[src/rtl/cnn_stream_pkg.sv]
// Shared types and sizing helpers for the CNN input streaming blocks.
package cnn_stream_pkg;

  typedef enum logic [1:0] {IDLE, LOAD, FULL, STREAM} tx_state_t;

  // Address width for a square image of the given side length.
  function automatic int unsigned addr_w(input int unsigned image_width);
    return (image_width * image_width > 1) ? $clog2(image_width * image_width) : 1;
  endfunction

  // Width of the pacing counter, which holds values up to cycles_per_pixel-1.
  function automatic int unsigned pace_w(input int unsigned cycles_per_pixel);
    return (cycles_per_pixel > 1) ? $clog2(cycles_per_pixel) : 1;
  endfunction

endpackage

[src/rtl/frame_buffer_bank.sv]
// Single-port-write / single-port-read frame store with a registered read port.
module frame_buffer_bank #(
  parameter int unsigned BitSize = 32,
  parameter int unsigned Depth   = 64,
  localparam int unsigned AddrW  = (Depth > 1) ? $clog2(Depth) : 1
) (
  input  logic               clk,
  input  logic               res,
  input  logic               wr_en,
  input  logic [AddrW-1:0]   wr_addr,
  input  logic [BitSize-1:0] wr_data,
  input  logic               rd_en,
  input  logic [AddrW-1:0]   rd_addr,
  output logic [BitSize-1:0] rd_data
);

  logic [BitSize-1:0] mem [Depth];
  logic [BitSize-1:0] rd_data_q;

  // Storage array: written on wr_en, never cleared by reset.
  always_ff @(posedge clk) begin
    if (wr_en) begin
      mem[wr_addr] <= wr_data;
    end
  end

  // Read register: loads on rd_en and otherwise holds the last pixel read.
  always_ff @(posedge clk) begin
    if (res) begin
      rd_data_q <= '0;
    end else if (rd_en) begin
      rd_data_q <= mem[rd_addr];
    end
  end

  assign rd_data = rd_data_q;

endmodule

[src/rtl/image_stream_tx.sv]
// Frame buffer plus paced streamer feeding the first conv/pooling layer.
// Optional macro IMAGE_STREAM_TX_PINGPONG_EN adds a second bank so the next
// frame can be loaded while the current one streams.
module image_stream_tx
  import cnn_stream_pkg::*;
#(
  parameter int unsigned BitSize        = 32,
  parameter int unsigned ImageWidth     = 8,
  parameter int unsigned CyclesPerPixel = 1
) (
  input  logic               clk,
  input  logic               res,
  input  logic               wr_valid,
  input  logic [BitSize-1:0] wr_data,
  output logic               wr_ready,
  input  logic               start,
  input  logic               rx_ready,
  output logic               out_valid,
  output logic [BitSize-1:0] out_data,
  output logic               busy,
  output logic               frame_done
);

  localparam int unsigned FrameSize = ImageWidth * ImageWidth;
  localparam int unsigned AW        = addr_w(ImageWidth);
  localparam int unsigned PW        = pace_w(CyclesPerPixel);
  localparam logic [AW-1:0] LastAddr = AW'(FrameSize - 1);
  localparam logic [PW-1:0] PaceLoad = PW'(CyclesPerPixel - 1);

  tx_state_t     state_q, state_d;
  logic [AW-1:0] wr_addr_q, wr_addr_d;
  logic [AW-1:0] rd_addr_q, rd_addr_d;
  logic [PW-1:0] pace_q, pace_d;
  logic          out_valid_q, frame_done_q;
  logic          wr_fire, last_wr, issue, last_rd;

  assign wr_fire = wr_valid && wr_ready;
  assign last_wr = wr_fire && (wr_addr_q == LastAddr);
  assign issue   = (state_q == STREAM) && (pace_q == '0) && rx_ready;
  assign last_rd = issue && (rd_addr_q == LastAddr);

  // Address and pacing counters.
  always_comb begin
    wr_addr_d = wr_addr_q;
    rd_addr_d = rd_addr_q;
    pace_d    = pace_q;
    if (wr_fire) wr_addr_d = last_wr ? '0 : wr_addr_q + 1'b1;
    if (issue)   rd_addr_d = last_rd ? '0 : rd_addr_q + 1'b1;
    if (issue) begin
      pace_d = PaceLoad;
    end else if (pace_q != '0) begin
      pace_d = pace_q - 1'b1;
    end
  end

`ifdef IMAGE_STREAM_TX_PINGPONG_EN
  // Banks fill and stream in strict alternation, so rd_bank always names the
  // oldest full bank.
  logic [1:0]         full_q, full_d;
  logic               fill_bank_q, fill_bank_d;
  logic               rd_bank_q, rd_bank_d;
  logic               out_bank_q;
  logic [BitSize-1:0] bank_rd [2];

  assign wr_ready = !full_q[fill_bank_q];

  // Bank bookkeeping and FSM next state.
  always_comb begin
    full_d      = full_q;
    fill_bank_d = fill_bank_q;
    rd_bank_d   = rd_bank_q;
    state_d     = state_q;
    if (last_wr) begin
      full_d[fill_bank_q] = 1'b1;
      fill_bank_d         = !fill_bank_q;
    end
    if (last_rd) begin
      full_d[rd_bank_q] = 1'b0;
      rd_bank_d         = !rd_bank_q;
    end
    unique case (state_q)
      IDLE:   if (wr_fire) state_d = last_wr ? FULL : LOAD;
      LOAD:   if (last_wr) state_d = FULL;
      FULL:   if (start) state_d = STREAM;
      STREAM: begin
        if (last_rd) begin
          if (full_d[!rd_bank_q])   state_d = FULL;
          else if (wr_addr_d != '0) state_d = LOAD;
          else                      state_d = IDLE;
        end
      end
      default: state_d = IDLE;
    endcase
  end

  // Bank bookkeeping registers; out_bank tracks which bank drives out_data.
  always_ff @(posedge clk) begin
    if (res) begin
      full_q      <= '0;
      fill_bank_q <= 1'b0;
      rd_bank_q   <= 1'b0;
      out_bank_q  <= 1'b0;
    end else begin
      full_q      <= full_d;
      fill_bank_q <= fill_bank_d;
      rd_bank_q   <= rd_bank_d;
      if (issue) out_bank_q <= rd_bank_q;
    end
  end

  for (genvar b = 0; b < 2; b++) begin : g_bank
    frame_buffer_bank #(
      .BitSize(BitSize),
      .Depth  (FrameSize)
    ) u_bank (
      .clk    (clk),
      .res    (res),
      .wr_en  (wr_fire && (int'(fill_bank_q) == b)),
      .wr_addr(wr_addr_q),
      .wr_data(wr_data),
      .rd_en  (issue && (int'(rd_bank_q) == b)),
      .rd_addr(rd_addr_q),
      .rd_data(bank_rd[b])
    );
  end

  assign out_data = bank_rd[out_bank_q];
`else
  assign wr_ready = (state_q == IDLE) || (state_q == LOAD);

  // FSM next state for the single-bank build.
  always_comb begin
    state_d = state_q;
    unique case (state_q)
      IDLE:    if (wr_fire) state_d = last_wr ? FULL : LOAD;
      LOAD:    if (last_wr) state_d = FULL;
      FULL:    if (start) state_d = STREAM;
      STREAM:  if (last_rd) state_d = IDLE;
      default: state_d = IDLE;
    endcase
  end

  frame_buffer_bank #(
    .BitSize(BitSize),
    .Depth  (FrameSize)
  ) u_bank (
    .clk    (clk),
    .res    (res),
    .wr_en  (wr_fire),
    .wr_addr(wr_addr_q),
    .wr_data(wr_data),
    .rd_en  (issue),
    .rd_addr(rd_addr_q),
    .rd_data(out_data)
  );
`endif

  // Core state: FSM, counters and registered stream strobes.
  always_ff @(posedge clk) begin
    if (res) begin
      state_q      <= IDLE;
      wr_addr_q    <= '0;
      rd_addr_q    <= '0;
      pace_q       <= '0;
      out_valid_q  <= 1'b0;
      frame_done_q <= 1'b0;
    end else begin
      state_q      <= state_d;
      wr_addr_q    <= wr_addr_d;
      rd_addr_q    <= rd_addr_d;
      pace_q       <= pace_d;
      out_valid_q  <= issue;
      frame_done_q <= last_rd;
    end
  end

  assign out_valid  = out_valid_q;
  assign frame_done = frame_done_q;
  assign busy       = (state_q == STREAM);

endmodule
[config.mk]
export PLATFORM = sky130hd
export DESIGN_NAME = image_stream_tx
export DESIGN_NICKNAME = d
export VERILOG_FILES = /design/src/rtl/cnn_stream_pkg.sv /design/src/rtl/frame_buffer_bank.sv /design/src/rtl/image_stream_tx.sv
export SDC_FILE = /design/constraint.sdc
export NUM_CORES = 2
export LEC_CHECK = 0
export ABC_AREA = 0
export BUFFER_PORTS_ARGS = -buffer_cell sky130_fd_sc_hd__buf_2
export CAP_MARGIN = 30
export CORE_MARGIN = 10
export CORE_UTILIZATION = 55
export CTS_CLUSTER_SIZE = 28
export DETAILED_ROUTE_END_ITERATION = 16
export GPL_TIMING_DRIVEN = 1
export PLACE_DENSITY = 0.79
export SYNTH_ARGS = -nofsm -noshare
export SYNTH_HDL_FRONTEND = slang
export SYNTH_SLANG_ARGS = --single-unit
[constraint.sdc]
create_clock -name clk -period 6.3 [get_ports clk]
set_input_delay 0.945 -clock clk [delete_from_list [all_inputs] [get_ports clk]]
set_output_delay 0.945 -clock clk [all_outputs]
set_load 0.02 [all_outputs]
==> flow_summary.toml <==
[timing]
grt_setup_unrepaired = "no"
hold_viol_final = 0
tns_ps = 0
finalClockSkew_ps = 33.6
tightest_slew_ps = 1020
fin_crit_sh_pct = 60.7
finalCriticalPeriod_ps = 3830
maxSlewHeadroom_pct = 31.5
slew_violations = 0
setup_viol = 0
max_freq_mhz = 261

[critical_path]
cp_max_fo = 61
slowest_stage = "dfxtp_4"
cp-end-kind = "register"
worstSetupPathType = "reg2reg"
start_kind = "register"
path_cells = "buf_12 -> mux4_2 -> a22o_1 -> a211oi_1 -> a211oi_1 -> o31a_1"
critPathMaxStageDelay_ps = 920
critPathArrivalTime_ps = 4520
critPathMostFrequentCell = "a211oi_1"
required_ps = 6990

[clock_tree]
clk_path_buf_depth = 3
cts_sinks = 2097
postCtsHoldBufs = 0
cts_made_buffers = 195
cts_tree = "built"
ctsRootBufferMaster = "clkbuf_16"
clock_latency_ps = 840
cts_resized = 0
cts-htree-levels = 4
path_clk_slew_ps = 60
cts_setup_buffers = 0

[power_and_ir_drop]
power.density_mw_per_mm2 = 314
total_power_uw = 28300
static-leakage-power_uw = 0.0274
irDropWorstVdd_v = 0.000328

[finish]
syn_to_final_growth_pct = 12.3
final_cell_mix = "2,048 x edfxtp_1, 422 x mux4_2, 223 x mux2i_1"
layout.cells.non_filler = 5991
stdcell_area_mm2 = 0.0901
nFillCells = 9328
nets = 3948
final_common_cell = "edfxtp_1"
post_route_cells_drive_above_1_share_pct = 25.5
fin_util_pct = 62.0

[route]
vias = 41217
viasPerCell = 6.88
drt.antenna.violating_nets = 0
drc_errors = 0
firstDrtPassIters = 8
drt_iter0_drc = 6347
wire_per_inst_um = 34.9
wl_mm = 209

[synth]
yosys-top-cells-area = "edfxtp_1 77%, mux4_2 12%, mux2i_1 2.8%, dfxtp_1 1.2%, a22oi_1 0.68%"
synth_warnings = 0
yosysTopAreaCell = "edfxtp_1"
synth_flop_cell = "edfxtp_1"
synth_top_area_share_pct = 76.6
async_flop_share_pct = 0
synth-edff-count = 2048
syn_nets = 3738
postSynthAreaPerCell_um2 = 21.7
ys_seq_area_share_pct = 77.8
syn_area_mm2 = 0.0803
synth-seq-cells = 2097
synthCells = 3694
synth_cell_types = 69

[die]
die_w_um = 402
fp.dieArea_mm2 = 0.162
ios = 73
std_cell_rows = 140
core_mm2 = 0.145
fp.dieH_um = 402
initial_utilization_pct = 55.2

[grt]
track_usage_pct = 25.6
antenna_found_initial = 12
grt_pass1_vias = 41554
grt_pass1_wl_mm = 299
overflow = 0
grt_max_degree = 112

[placement]
routabilityCongestion = 0.843
portBuffers = 72
hpwlAfterDp_mm = 116
placed_cell_area_mm2 = 0.0838
dp.cells = 5617

[min_path]
hp-class = "in2reg"

[job]
cap_violations = 0

[outcome]
run_status = "finished clean"
-- cell families after synthesis --
| group | synth area share [%] |
|---|---|
| compound gates | 3.65 |
| other cells | 0.00467 |
| mux | 15.0 |
| xor+xnor | 0.0873 |
| simple gates | 1.69 |
| buf+inv | 1.65 |
| fa+ha+maj | 0.109 |
| flops | 77.8 |
-- layer usage --
layer  up-vias  wire (um)  GRT usage, %
met1     21296      71700          33.6
met2      3338     100000          40.1
li1      16001          -             -
met4        12       9020          10.8
met3       570      27900          7.59
met5         -         79             0
-- through the flow --
| stage | hold WS, ps | worst slack (ps) |
|---|---|---|
| floorplan | 466 | 2000 |
| global placement | 491 | 2490 |
| detailed placement | 499 | 2460 |
| CTS | 407 | 2430 |
| global route | 450 | 2350 |
| finish | 462 | 2470 |
-- Yosys cell counts, types with 12 or more instances --
master    instances
a22o_1           42
a21oi_1          42
nor2b_1          13
clkbuf_1         74
nand3_1          22
buf_4            38
o221ai_1         28
nand2_1          64
o31a_1           15
nor3_1           19
a221oi_1         16
buf_2            56
o22ai_1          25
a211oi_1         65
mux2_2           17
buf_6            27
dfxtp_1          49
mux4_2          422
a22oi_1          73
nor2_1          141
o21ai_1          12
mux2i_1         223
o21ai_0          24
edfxtp_1       2048
-- worst max-delay path, delay by kind of cell (launching register included) --
| kind | cells | cell delay (ps) |
|---|---|---|
| buffers and inverters | 1 | 500 |
| AOI/OAI and AO/OA | 4 | 1600 |
| muxes | 1 | 570 |
| DFF | 1 | 920 |
-- cell type report --
type	instances	area (um2)	area share (%)
flip-flops and latches	2097	62500	69.3
multi-input cells	1379	17000	18.8
clock buffers	254	5320	5.90
well taps	1917	2400	2.66
repair buffers	222	1930	2.14
clock inverters	109	972	1.08
inverters	9	33.8	0.0375
diodes	4	10.0	0.0111
-- power breakdown --
| group | switching (uW) | internal (uW) | total (uW) |
|---|---|---|---|
| clock | 5060 | 6530 | 11600 |
| combinational | 816 | 370 | 1190 |
| sequential | 65.1 | 15500 | 15500 |
| total | 5940 | 22400 | 28300 |
-- path summary, 6_finish.rpt --
| kind | depth (start not counted) | to | startpoint | slack, ps |
|---|---|---|---|---|
| max | 6 | u_bank.rd_data[25] | rd_addr_q[0] | 2470 |
| min | 1 | u_bank.mem[16][20] | wr_data[20] | 460 |
| max reg2reg | 6 | u_bank.rd_data[25] | rd_addr_q[0] | 2470 |
| min reg2reg | 2 | state_q[0] | state_q[0] | 510 |
-- sequential cells by signal (all words and copies together) (netlist names) --
register / count
u_bank.mem: 2048
u_bank.rd_data: 32
rd_addr_q: 6
wr_addr_q: 6
state_q: 2
frame_done: 1
out_valid: 1
pace_q: 1
(Power assumes the default switching activity.)
